<file path="src/rtl/slow_edge_meter.sv">
// Slow-signal edge meter: brings a slow square wave into the CLOCK domain, strobes its edges,
// measures rise-to-rise period and rise-to-fall high time, and flags loss of signal.
module slow_edge_meter #(
  parameter int unsigned CNT_W         = 24,
  parameter int unsigned SYNC_STAGES   = 2,
  parameter int unsigned TIMEOUT_LIMIT = 16_000_000
) (
  input  logic             CLOCK,
  input  logic             RESET_N,
  input  logic             SLOW_IN,
  input  logic             ENABLE,
  output logic             RISE,
  output logic             FALL,
  output logic [CNT_W-1:0] PERIOD,
  output logic [CNT_W-1:0] HIGH_TIME,
  output logic             VALID,
  output logic             TIMEOUT
);

  localparam logic [1:0] ST_IDLE = 2'd0;
  localparam logic [1:0] ST_ARM  = 2'd1;
  localparam logic [1:0] ST_MEAS = 2'd2;

  localparam logic [CNT_W-1:0] LP_LIMIT = CNT_W'(TIMEOUT_LIMIT);
  localparam logic [CNT_W-1:0] LP_ONE   = CNT_W'(1);

  logic [SYNC_STAGES-1:0] r_sync;
  logic                   r_sp;
  logic                   r_rise;
  logic                   r_fall;
  logic [1:0]             r_state;
  logic [CNT_W-1:0]       r_cnt;
  logic [CNT_W-1:0]       r_hi;
  logic [CNT_W-1:0]       r_period;
  logic [CNT_W-1:0]       r_high;
  logic                   r_valid;
  logic                   r_timeout;

  logic                   w_ss;
  logic                   w_rise_evt;
  logic                   w_fall_evt;
  logic [1:0]             w_state_nxt;
  logic [CNT_W-1:0]       w_cnt_nxt;
  logic [CNT_W-1:0]       w_hi_nxt;
  logic [CNT_W-1:0]       w_period_nxt;
  logic [CNT_W-1:0]       w_high_nxt;
  logic                   w_valid_nxt;
  logic                   w_timeout_nxt;

  assign w_ss       = r_sync[SYNC_STAGES-1];
  assign w_rise_evt = w_ss & ~r_sp;
  assign w_fall_evt = ~w_ss & r_sp;

  // Synchroniser chain, delayed copy of the synced value, and registered edge strobes.
  always_ff @(posedge CLOCK or negedge RESET_N) begin
    if (!RESET_N) begin
      r_sync <= '0;
      r_sp   <= 1'b0;
      r_rise <= 1'b0;
      r_fall <= 1'b0;
    end else begin
      r_sync <= {r_sync[SYNC_STAGES-2:0], SLOW_IN};
      r_sp   <= w_ss;
      r_rise <= w_rise_evt;
      r_fall <= w_fall_evt;
    end
  end

  always_comb begin
    w_state_nxt   = r_state;
    w_cnt_nxt     = r_cnt;
    w_hi_nxt      = r_hi;
    w_period_nxt  = r_period;
    w_high_nxt    = r_high;
    w_valid_nxt   = 1'b0;
    w_timeout_nxt = r_timeout;

    if (!ENABLE) begin
      w_state_nxt = ST_IDLE;
      w_cnt_nxt   = '0;
    end else begin
      case (r_state)
        ST_IDLE: begin
          w_state_nxt = ST_ARM;
          w_cnt_nxt   = '0;
        end
        // The first rise only starts the count; the counter runs here solely for the timeout.
        ST_ARM: begin
          if (w_rise_evt) begin
            w_state_nxt = ST_MEAS;
            w_cnt_nxt   = LP_ONE;
          end else if (r_cnt == LP_LIMIT) begin
            w_timeout_nxt = 1'b1;
            w_cnt_nxt     = '0;
          end else begin
            w_cnt_nxt = r_cnt + LP_ONE;
          end
        end
        ST_MEAS: begin
          if (w_fall_evt) begin
            w_hi_nxt = r_cnt;
          end
          // A rise on the limit cycle still counts as a good measurement.
          if (w_rise_evt) begin
            w_period_nxt  = r_cnt;
            w_high_nxt    = r_hi;
            w_valid_nxt   = 1'b1;
            w_timeout_nxt = 1'b0;
            w_cnt_nxt     = LP_ONE;
          end else if (r_cnt == LP_LIMIT) begin
            w_timeout_nxt = 1'b1;
            w_cnt_nxt     = '0;
            w_state_nxt   = ST_ARM;
          end else begin
            w_cnt_nxt = r_cnt + LP_ONE;
          end
        end
        default: begin
          w_state_nxt = ST_IDLE;
          w_cnt_nxt   = '0;
        end
      endcase
    end
  end

  always_ff @(posedge CLOCK or negedge RESET_N) begin
    if (!RESET_N) begin
      r_state   <= ST_IDLE;
      r_cnt     <= '0;
      r_hi      <= '0;
      r_period  <= '0;
      r_high    <= '0;
      r_valid   <= 1'b0;
      r_timeout <= 1'b0;
    end else begin
      r_state   <= w_state_nxt;
      r_cnt     <= w_cnt_nxt;
      r_hi      <= w_hi_nxt;
      r_period  <= w_period_nxt;
      r_high    <= w_high_nxt;
      r_valid   <= w_valid_nxt;
      r_timeout <= w_timeout_nxt;
    end
  end

  assign RISE      = r_rise;
  assign FALL      = r_fall;
  assign PERIOD    = r_period;
  assign HIGH_TIME = r_high;
  assign VALID     = r_valid;
  assign TIMEOUT   = r_timeout;

endmodule

</file>
<file path="config.mk">
export PLATFORM = sky130hd
export DESIGN_NAME = slow_edge_meter
export DESIGN_NICKNAME = d
export VERILOG_FILES = /design/src/rtl/slow_edge_meter.sv
export SDC_FILE = /design/constraint.sdc
export NUM_CORES = 1
export LEC_CHECK = 0
export CORE_ASPECT_RATIO = 1.1
export CORE_MARGIN = 4
export CORE_UTILIZATION = 35
export DETAILED_ROUTE_END_ITERATION = 6
export GPL_TIMING_DRIVEN = 0
export PLACE_DENSITY = 0.62
export SLEW_MARGIN = 5
export SYNTH_ARGS = -nofsm -noshare
export SYNTH_HDL_FRONTEND = slang
export SYNTH_SLANG_ARGS = --single-unit
</file>
<file path="constraint.sdc">
create_clock -name CLOCK -period 2.3 [get_ports CLOCK]
set_input_delay 0.46 -clock CLOCK [delete_from_list [all_inputs] [get_ports CLOCK]]
set_output_delay 0.46 -clock CLOCK [all_outputs]
set_load 0.1 [all_outputs]
</file>
==> results.yml, run 1 <==
detailed_routing:
  totalWireLength_mm: 8.64
  via_per_inst: 4.66
  num_vias: 2764
  drt_iter0_markers: 99
  detail-route-antenna-nets: 0
  routedWlPerCell_um: 14.6
  first_pass_iters: 4
  route.detailed.drc: 0
die:
  die_area_mm2: 0.0144
  rows: 42
  die_width_um: 115
  core_area_mm2: 0.0122
  ioPinCount: 56
  start_util: 0.361
  die_y_um: 126
setup_path:
  startpoint_type: "flip-flop"
  rr_startpoint: "r_state[0]"
  slowest_stage: "clkdlybuf4s50_1"
  crit_start: "FALL"
  slowest_delay_ns: 1.13
  critPathBufInv: 1
  crit_required_ns: 1.84
  end_kind: "primary output"
  crit_chain: "clkdlybuf4s50_1"
  crit_path_max_fanout: 1
  crit_family: "buffers and inverters"
  critPathArrivalTime_ns: 1.80
  criticalPathCategory: "reg2out"
sta:
  hold_violations: 0
  fin_ws_ns: 0.0395
  setup_violations: 0
  fin_crit_sh: 0.983
  finalSetupTns_ns: 0
  maxSlewHeadroom: 0.340
  fin_crit_ns: 2.26
  fmax_ghz: 0.442
  fin_worst_skew_ns: 0.00841
  rsz0062_at_grt: "false"
  worst_slew_pin_slew_ns: 0.994
  drv_slew: 0
place:
  placed_area_mm2: 0.00516
  dp_hpwl_mm: 6.03
  io_buffers: 54
  place_ws_ns: 0.0981
  gp_congestion: 0.782
global_routing:
  grt_pass1_wl_mm: 14.4
  first_global_vias: 2783
  gr-usage-all-layers: 0.129
  grt.overflow.total: 0
  antenna_found_initial: 0
  grt_max_degree: 59
clocking:
  cts_tree: "done"
  cts_max_path_buffers: 2
  htreeDepth: 3
  cts_inserted_buffers: 9
  clockRootBuffer: "clkbuf_16"
  cts_sinks: 105
  clk_latency_ns: 0.35
  clkTransAtPathRegs_ns: 0.06
  ctsHoldBuffers: 0
final_layout:
  nets: 443
  post-route-cell-area_mm2: 0.00550
  fillers: 1116
  diodes: 0
  drive_gt1_frac: 0.216
  area_growth_pct: 24.8
synthesis:
  syn_area_mm2: 0.00440
  synth_common_cells: "105 x dfrtp_1, 88 x nand2_1, 42 x mux2_2, 13 x nor2_4, 13 x xor2_1"
  synth_cell_types: 33
  syn_avg_cell_area_um2: 12.0
  ys_warn_count: 0
  synth_top_area_frac: 0.597
  synth-edff-count: 0
  synth_flop_cell: "dfrtp_1"
  synth_cells: 368
  synth-async-reset-ratio: 1.00
  yosysTopAreaCell: "dfrtp_1"
  yosysMostFrequentCell: "dfrtp_1"
  synth-seq-cells: 105
  yosys-top-cells-area: "dfrtp_1 60%, mux2_2 11%, nand2_1 7.5%, nor2_4 3.3%, xor2_1 2.6%"
  synth.yosys.seq_area_share: 0.597
  synth_nets: 377
min_path:
  hold_class: "in2async"
pwr:
  powerDensity_mw_per_mm2: 790
  p_leak_nw: 2.93
  peakVddDrop_uv: 403
job:
  cap_violations: 0
run_status:
  status: "finished, final reports clean"
## what timing repair did
action / 4_1_cts / 5_1_grt
resized for setup: 45 / 6
setup endpoints to repair: 45 / 6
setup buffers: 0 / 0
## final timing paths
path / end / slack (ns) / cells after the start
max: FALL / 0.04 / 1
max in group asynchronous: HIGH_TIME[21] / 1.47 / 2
max reg2reg: r_hi[2] / 0.21 / 5
min in group CLOCK: r_sync[1] / 0.35 / 0
min reg2reg: r_sync[1] / 0.35 / 0
min: HIGH_TIME[7] / 0.13 / 1
## metrics by stage
step | hold WS, ns | std cells | power, mW | util
final | 0.131 | 593 | 4.34 | 0.451
after global routing | 0.184 | 593 | 4.51 | 0.451
after CTS | 0.153 | 593 | 4.40 | 0.450
after detailed placement | 0.339 | 577 | 2.50 | 0.423
after global placement | 0.332 | 576 | 2.48 | 0.421
after floorplan | 0.164 | 368 | 2.35 | -
## cell usage in the layout, fill, tap and decap left out, types with 2 or more instances in the layout
master,count
mux2i_1,2
o21ai_0,8
bufinv_16,4
clkbuf_1,6
nor2_2,7
mux2_2,42
buf_6,2
inv_1,8
nand2_1,88
dlymetal6s2s_1,6
clkdlybuf4s50_1,2
nor2_1,8
xnor2_1,9
nor4bb_1,2
clkbuf_16,9
nand4_1,6
buf_2,7
nor2_4,13
ha_1,5
xor2_1,13
and3_1,8
dfrtp_1,105
nor4_1,3
dlygate4sd2_1,45
buf_12,2
nand3_1,12
## final cells by class
class | count | area (um^2) | area share
multi-input combinational | 237 | 1620 | 0.295
clock inverter | 6 | 138 | 0.0250
sequential | 105 | 2630 | 0.478
inverter | 9 | 33.8 | 0.00615
buffer | 17 | 120 | 0.0219
timing repair buffer | 55 | 524 | 0.0954
tap | 154 | 193 | 0.0351
clock buffer | 10 | 239 | 0.0435
## metal layers
metal / part of all wire / global-route usage / vias up
met1: 0.48 / 0.179 / 1357
li1: - / - / 1354
met4: 0.022 / 0.0642 / 0
met3: 0.040 / 0.0278 / 13
met5: 0 / 0 / -
met2: 0.46 / 0.189 / 40
## power by group
part	total, mW	internal [mW]	switching [mW]	leakage [nW]
Clock	1.89	1.21	0.685	0.183
Combinational	0.513	0.166	0.347	1.30
Sequential	1.93	1.89	0.0390	1.46
Total	4.34	3.27	1.07	2.93
## state kept, by name, indices dropped and copies added (netlist names)
| name | flops |
|---|---|
| FALL | 1 |
| HIGH_TIME | 24 |
| PERIOD | 24 |
| RISE | 1 |
| TIMEOUT | 1 |
| VALID | 1 |
| r_cnt | 24 |
| r_hi | 24 |
| r_sp | 1 |
| r_state | 2 |
| r_sync | 2 |
## cell families (layout without fill, tap and decap cells)
group | count (synthesis) | after routing | synth area share
XOR/XNOR | 22 | 22 | 0.0438
AO/OA/AOI/OAI | 12 | 12 | 0.0159
flip-flops | 105 | 105 | 0.597
adder cells (fa/ha/maj) | 5 | 5 | 0.0142
buffers and inverters | 26 | 97 | 0.0350
multiplexers | 44 | 44 | 0.112
AND/OR/NAND/NOR | 154 | 154 | 0.182
(Power assumes the default switching activity.)
==> inputs of run 2 (changes only) <==
--- a/config.mk
+++ b/config.mk
@@ -8,9 +8,11 @@
 export CORE_ASPECT_RATIO = 1.1
 export CORE_MARGIN = 4
 export CORE_UTILIZATION = 35
+export CTS_CLUSTER_SIZE = 8
 export DETAILED_ROUTE_END_ITERATION = 6
 export GPL_TIMING_DRIVEN = 0
 export PLACE_DENSITY = 0.62
+export RECOVER_POWER = 100
 export SLEW_MARGIN = 5
 export SYNTH_ARGS = -nofsm -noshare
 export SYNTH_HDL_FRONTEND = slang
==> run 2 against run 1 <==
Net effect:
- clock power is essentially flat
- setup slack gained 0.0023 ns
- register-to-register slack is essentially flat
- hold slack gained 0.22 ns
- design area shrank 7.2%
- combinational power shrank 10%
- cell count is the same
- sequential power is essentially flat
- critical path depth is the same
- wire length grew 0.65%
- utilization shrank 3.2 points
- critical endpoint unchanged
- largest power group unchanged
- highest routed layer unchanged
==> results.yml, run 2 (same netlist as run 1, synthesis figures left out) <==
run_status:
  status: "finished, final reports clean"
setup_path:
  criticalPathCategory: "reg2out"
  r2r_cells: 5
  crit_required_ns: 1.84
  end_kind: "primary output"
  startpoint_type: "flip-flop"
  crit_family: "buffers and inverters"
  crit_chain: "clkdlybuf4s50_1"
  critPathBufInv: 1
  crit_path_max_fanout: 1
  slowest_delay_ns: 1.13
  slowest_stage: "clkdlybuf4s50_1"
  critPathArrivalTime_ns: 1.80
  cp.depth: 1
final_layout:
  nets: 443
  drive_gt1_frac: 0.180
  fillers: 1173
  area_growth_pct: 15.9
  diodes: 0
  final_common_cell: "dfrtp_1"
  final_cell_mix: "105 x dfrtp_1, 88 x nand2_1, 57 x clkbuf_1"
  post-route-cell-area_mm2: 0.00510
  final_util: 0.418
job:
  cap_violations: 0
min_path:
  hold_class: "in2async"
clocking:
  ctsHoldBuffers: 0
  cts_sinks: 105
  clockRootBuffer: "clkbuf_16"
  cts_max_path_buffers: 2
  htreeDepth: 3
  cts_tree: "done"
  post_cts_buffers: 0
  clk_latency_ns: 0.35
  clkTransAtPathRegs_ns: 0.07
  cts_inserted_buffers: 9
  cts_resized: 45
pwr:
  p_leak_nw: 2.49
  peakVddDrop_uv: 395
  powerDensity_mw_per_mm2: 840
global_routing:
  grt_max_degree: 59
  grt_pass1_wl_mm: 14.4
  first_global_vias: 2783
  gr-usage-all-layers: 0.129
  grt.overflow.total: 0
  antenna_found_initial: 0
sta:
  fmax_ghz: 0.443
  worst_slew_pin_slew_ns: 1.20
  rsz0062_at_grt: "false"
  drv_slew: 0
  fin_crit_sh: 0.982
  fin_crit_ns: 2.26
  hold_violations: 0
  fin_worst_skew_ns: 0.00788
  maxSlewHeadroom: 0.198
  setup_violations: 0
  finalSetupTns_ns: 0
detailed_routing:
  first_pass_iters: 4
  num_vias: 2756
  totalWireLength_mm: 8.70
  route.detailed.drc: 0
  via_per_inst: 4.65
  routedWlPerCell_um: 14.7
  detail-route-antenna-nets: 0
  drt_iter0_markers: 117
die:
  die_area_mm2: 0.0144
  core_area_mm2: 0.0122
  ioPinCount: 56
  die_y_um: 126
  rows: 42
  start_util: 0.361
  die_width_um: 115
place:
  gp_congestion: 0.782
  placed_area_mm2: 0.00516
  io_buffers: 54
  dp_hpwl_mm: 6.03
## run 2: cell types whose count changed in the layout (fill, tap and decap cells not counted), sizes merged
cell,change
clkbuf,+57
dlygate4sd2,-45
buf,-6
dlymetal6s2s,-6
clkdlybuf4s50,-1
dlygate4sd3,+1
## run 2: metrics by stage
stage	std cells	hold slack (ns)	total power, mW	setup slack (ns)
CTS	593	0.153	4.40	0.00254
global route	593	0.371	4.46	0.00796
floorplan	368	0.164	2.35	0.468
global placement	576	0.332	2.48	-3.14
detailed placement	577	0.339	2.50	0.0981
finish	593	0.352	4.29	0.0418
## run 2: cell type report
class	instances	area, um^2	share of cell area
buffer	17	120	0.0236
clock buffer	10	239	0.0469
clock inverter	6	138	0.0270
inverter	9	33.8	0.00662
multi-input combinational	237	1530	0.299
sequential	105	2630	0.515
tap	154	193	0.0378
timing repair buffer	55	224	0.0439
## run 2: power breakdown
group          internal [mW]  switching, mW  leakage [nW]
Clock                   1.21          0.684         0.183
Combinational          0.151          0.309         0.853
Sequential              1.89         0.0397          1.46
## run 2: path summary, 6_finish.rpt
path                            start            to  slack [ns]
setup / recovery                 FALL          FALL        0.04
hold / removal                RESET_N  HIGH_TIME[7]        0.35
setup reg to reg           r_state[0]       r_hi[2]        0.21
hold reg to reg             r_sync[0]     r_sync[1]        0.35
max in group asynchronous     RESET_N    PERIOD[20]        0.46
min in group CLOCK          r_sync[0]     r_sync[1]        0.35
## run 2: metal layers
| metal | GRT usage | part of all wire | vias up |
|---|---|---|---|
| li1 | - | - | 1355 |
| met2 | 0.189 | 0.46 | 42 |
| met3 | 0.0278 | 0.043 | 12 |
| met1 | 0.179 | 0.47 | 1347 |
| met5 | 0 | 0 | - |
| met4 | 0.0642 | 0.024 | 0 |
==> inputs of run 3 (changes only) <==
--- a/config.mk
+++ b/config.mk
@@ -6,7 +6,7 @@
 export NUM_CORES = 1
 export LEC_CHECK = 0
 export CORE_ASPECT_RATIO = 1.1
-export CORE_MARGIN = 4
+export CORE_MARGIN = 2
 export CORE_UTILIZATION = 35
 export CTS_CLUSTER_SIZE = 8
 export DETAILED_ROUTE_END_ITERATION = 6
==> run 3 against run 2 <==
Net effect:
- utilization down 0.22 points
- flip-flop and latch count unchanged
- register-to-register slack is essentially flat
- combinational power shrank 3%
- highest routed layer unchanged
- clock-buffer cell count increased by 2
- design area shrank 0.96%
- clock power down 11%
==> results.yml, run 3 (same netlist as run 1, synthesis figures left out) <==
run_status:
  status: "finished, final reports clean"
min_path:
  hold_class: "reg2reg"
final_layout:
  final_common_cell: "dfrtp_1"
  nets: 443
  fillers: 1198
  diodes: 0
  area_growth_pct: 14.8
  drive_gt1_frac: 0.178
  final_util: 0.416
  instances_no_fill: 593
  final_cell_mix: "105 x dfrtp_1, 88 x nand2_1, 57 x clkbuf_1"
setup_path:
  crit_path_max_fanout: 1
  crit_start: "VALID"
  r2r_end: "r_hi[5]"
  end_kind: "primary output"
  rr_startpoint: "r_state[0]"
  startpoint_type: "flip-flop"
  crit_end: "VALID"
  slowest_stage: "clkdlybuf4s50_1"
  crit_required_ns: 1.84
  crit_chain: "clkdlybuf4s50_1"
  critPathBufInv: 1
  cp.depth: 1
  slowest_delay_ns: 1.13
  criticalPathCategory: "reg2out"
  crit_family: "buffers and inverters"
  r2r_cells: 5
  rrSetupSlack_ns: 0.22
  critPathArrivalTime_ns: 1.80
global_routing:
  gr-usage-all-layers: 0.141
  first_global_vias: 2942
  grt_pass1_wl_mm: 14.9
  antenna_found_initial: 0
  grt.overflow.total: 0
  grt_max_degree: 55
sta:
  setup_violations: 0
  hold_ws_ns: 0.351
  maxSlewHeadroom: 0.149
  fmax_ghz: 0.442
  rsz0062_at_grt: "false"
  hold_violations: 0
  fin_worst_skew_ns: 0.0106
  fin_crit_sh: 0.983
  worst_slew_pin_slew_ns: 1.28
  drv_slew: 0
  fin_crit_ns: 2.26
pwr:
  design_power_total_mw: 4.05
  peakVddDrop_uv: 517
  powerDensity_mw_per_mm2: 803
  p_leak_nw: 2.46
detailed_routing:
  first_pass_iters: 4
  detail-route-antenna-nets: 0
  num_vias: 2807
  via_per_inst: 4.73
  drt_iter0_markers: 60
  totalWireLength_mm: 9.04
  route.detailed.drc: 0
  routedWlPerCell_um: 15.2
clocking:
  htreeDepth: 3
  cts_inserted_buffers: 9
  cts_max_path_buffers: 2
  post_cts_buffers: 0
  cts_resized: 32
  clockRootBuffer: "clkbuf_16"
  clk_latency_ns: 0.35
  clkTransAtPathRegs_ns: 0.07
  ctsHoldBuffers: 0
  cts_sinks: 105
  cts_tree: "done"
die:
  core_area_mm2: 0.0121
  die_y_um: 122
  die_area_mm2: 0.0135
  rows: 42
  ioPinCount: 56
  die_width_um: 111
  start_util: 0.363
job:
  cap_violations: 0
place:
  gp_congestion: 0.788
  dp_hpwl_mm: 6.04
  io_buffers: 54
  dp.cells: 577
[run 3: area by class of cell]
cell class / instances / area [um^2] / area share
Buffer: 17 / 111 / 0.0220
Clock inverter: 4 / 75.1 / 0.0149
Multi-Input combinational cell: 237 / 1520 / 0.302
Sequential cell: 105 / 2630 / 0.520
Inverter: 9 / 33.8 / 0.00669
Timing Repair Buffer: 55 / 230 / 0.0456
Tap cell: 154 / 193 / 0.0381
Clock buffer: 12 / 256 / 0.0508
[run 3: worst min path at each step]
stage | endpoint | start | slack (ns) | cells past startpoint
2_1_floorplan | FALL | RESET_N | 0.16 | 0
3_3_place_gp | r_sync[1] | r_sync[0] | 0.33 | 0
3_5_place_dp | r_sync[1] | r_sync[0] | 0.34 | 0
4_1_cts | HIGH_TIME[13] | RESET_N | 0.18 | 1
5_1_grt | r_sync[1] | r_sync[0] | 0.36 | 0
6_report | r_sync[1] | r_sync[0] | 0.35 | 0
[run 3: power breakdown]
| group | switching, mW | leakage (nW) | internal [mW] | total [mW] |
|---|---|---|---|---|
| combinational | 0.310 | 0.848 | 0.137 | 0.447 |
| sequential | 0.0382 | 1.46 | 1.89 | 1.93 |
| clock | 0.661 | 0.155 | 1.01 | 1.68 |
[run 3: through the flow]
step                setup WS, ns  cell area (um^2)  setup TNS, ns
floorplan                  0.468              4400              0
global placement           -3.21              5130        -336.44
detailed placement         0.117              5160              0
CTS                     0.000172              5450              0
global route             0.00251              5050              0
finish                    0.0381              5050              0
[run 3: metal layers]
| layer | share of wire | up-vias | global-route usage |
|---|---|---|---|
| met1 | 0.46 | 1404 | 0.178 |
| met3 | 0.031 | 11 | 0.0234 |
| met5 | 0 | - | 0 |
| met2 | 0.49 | 45 | 0.239 |
| li1 | - | 1347 | - |
| met4 | 0.019 | 0 | 0.0672 |
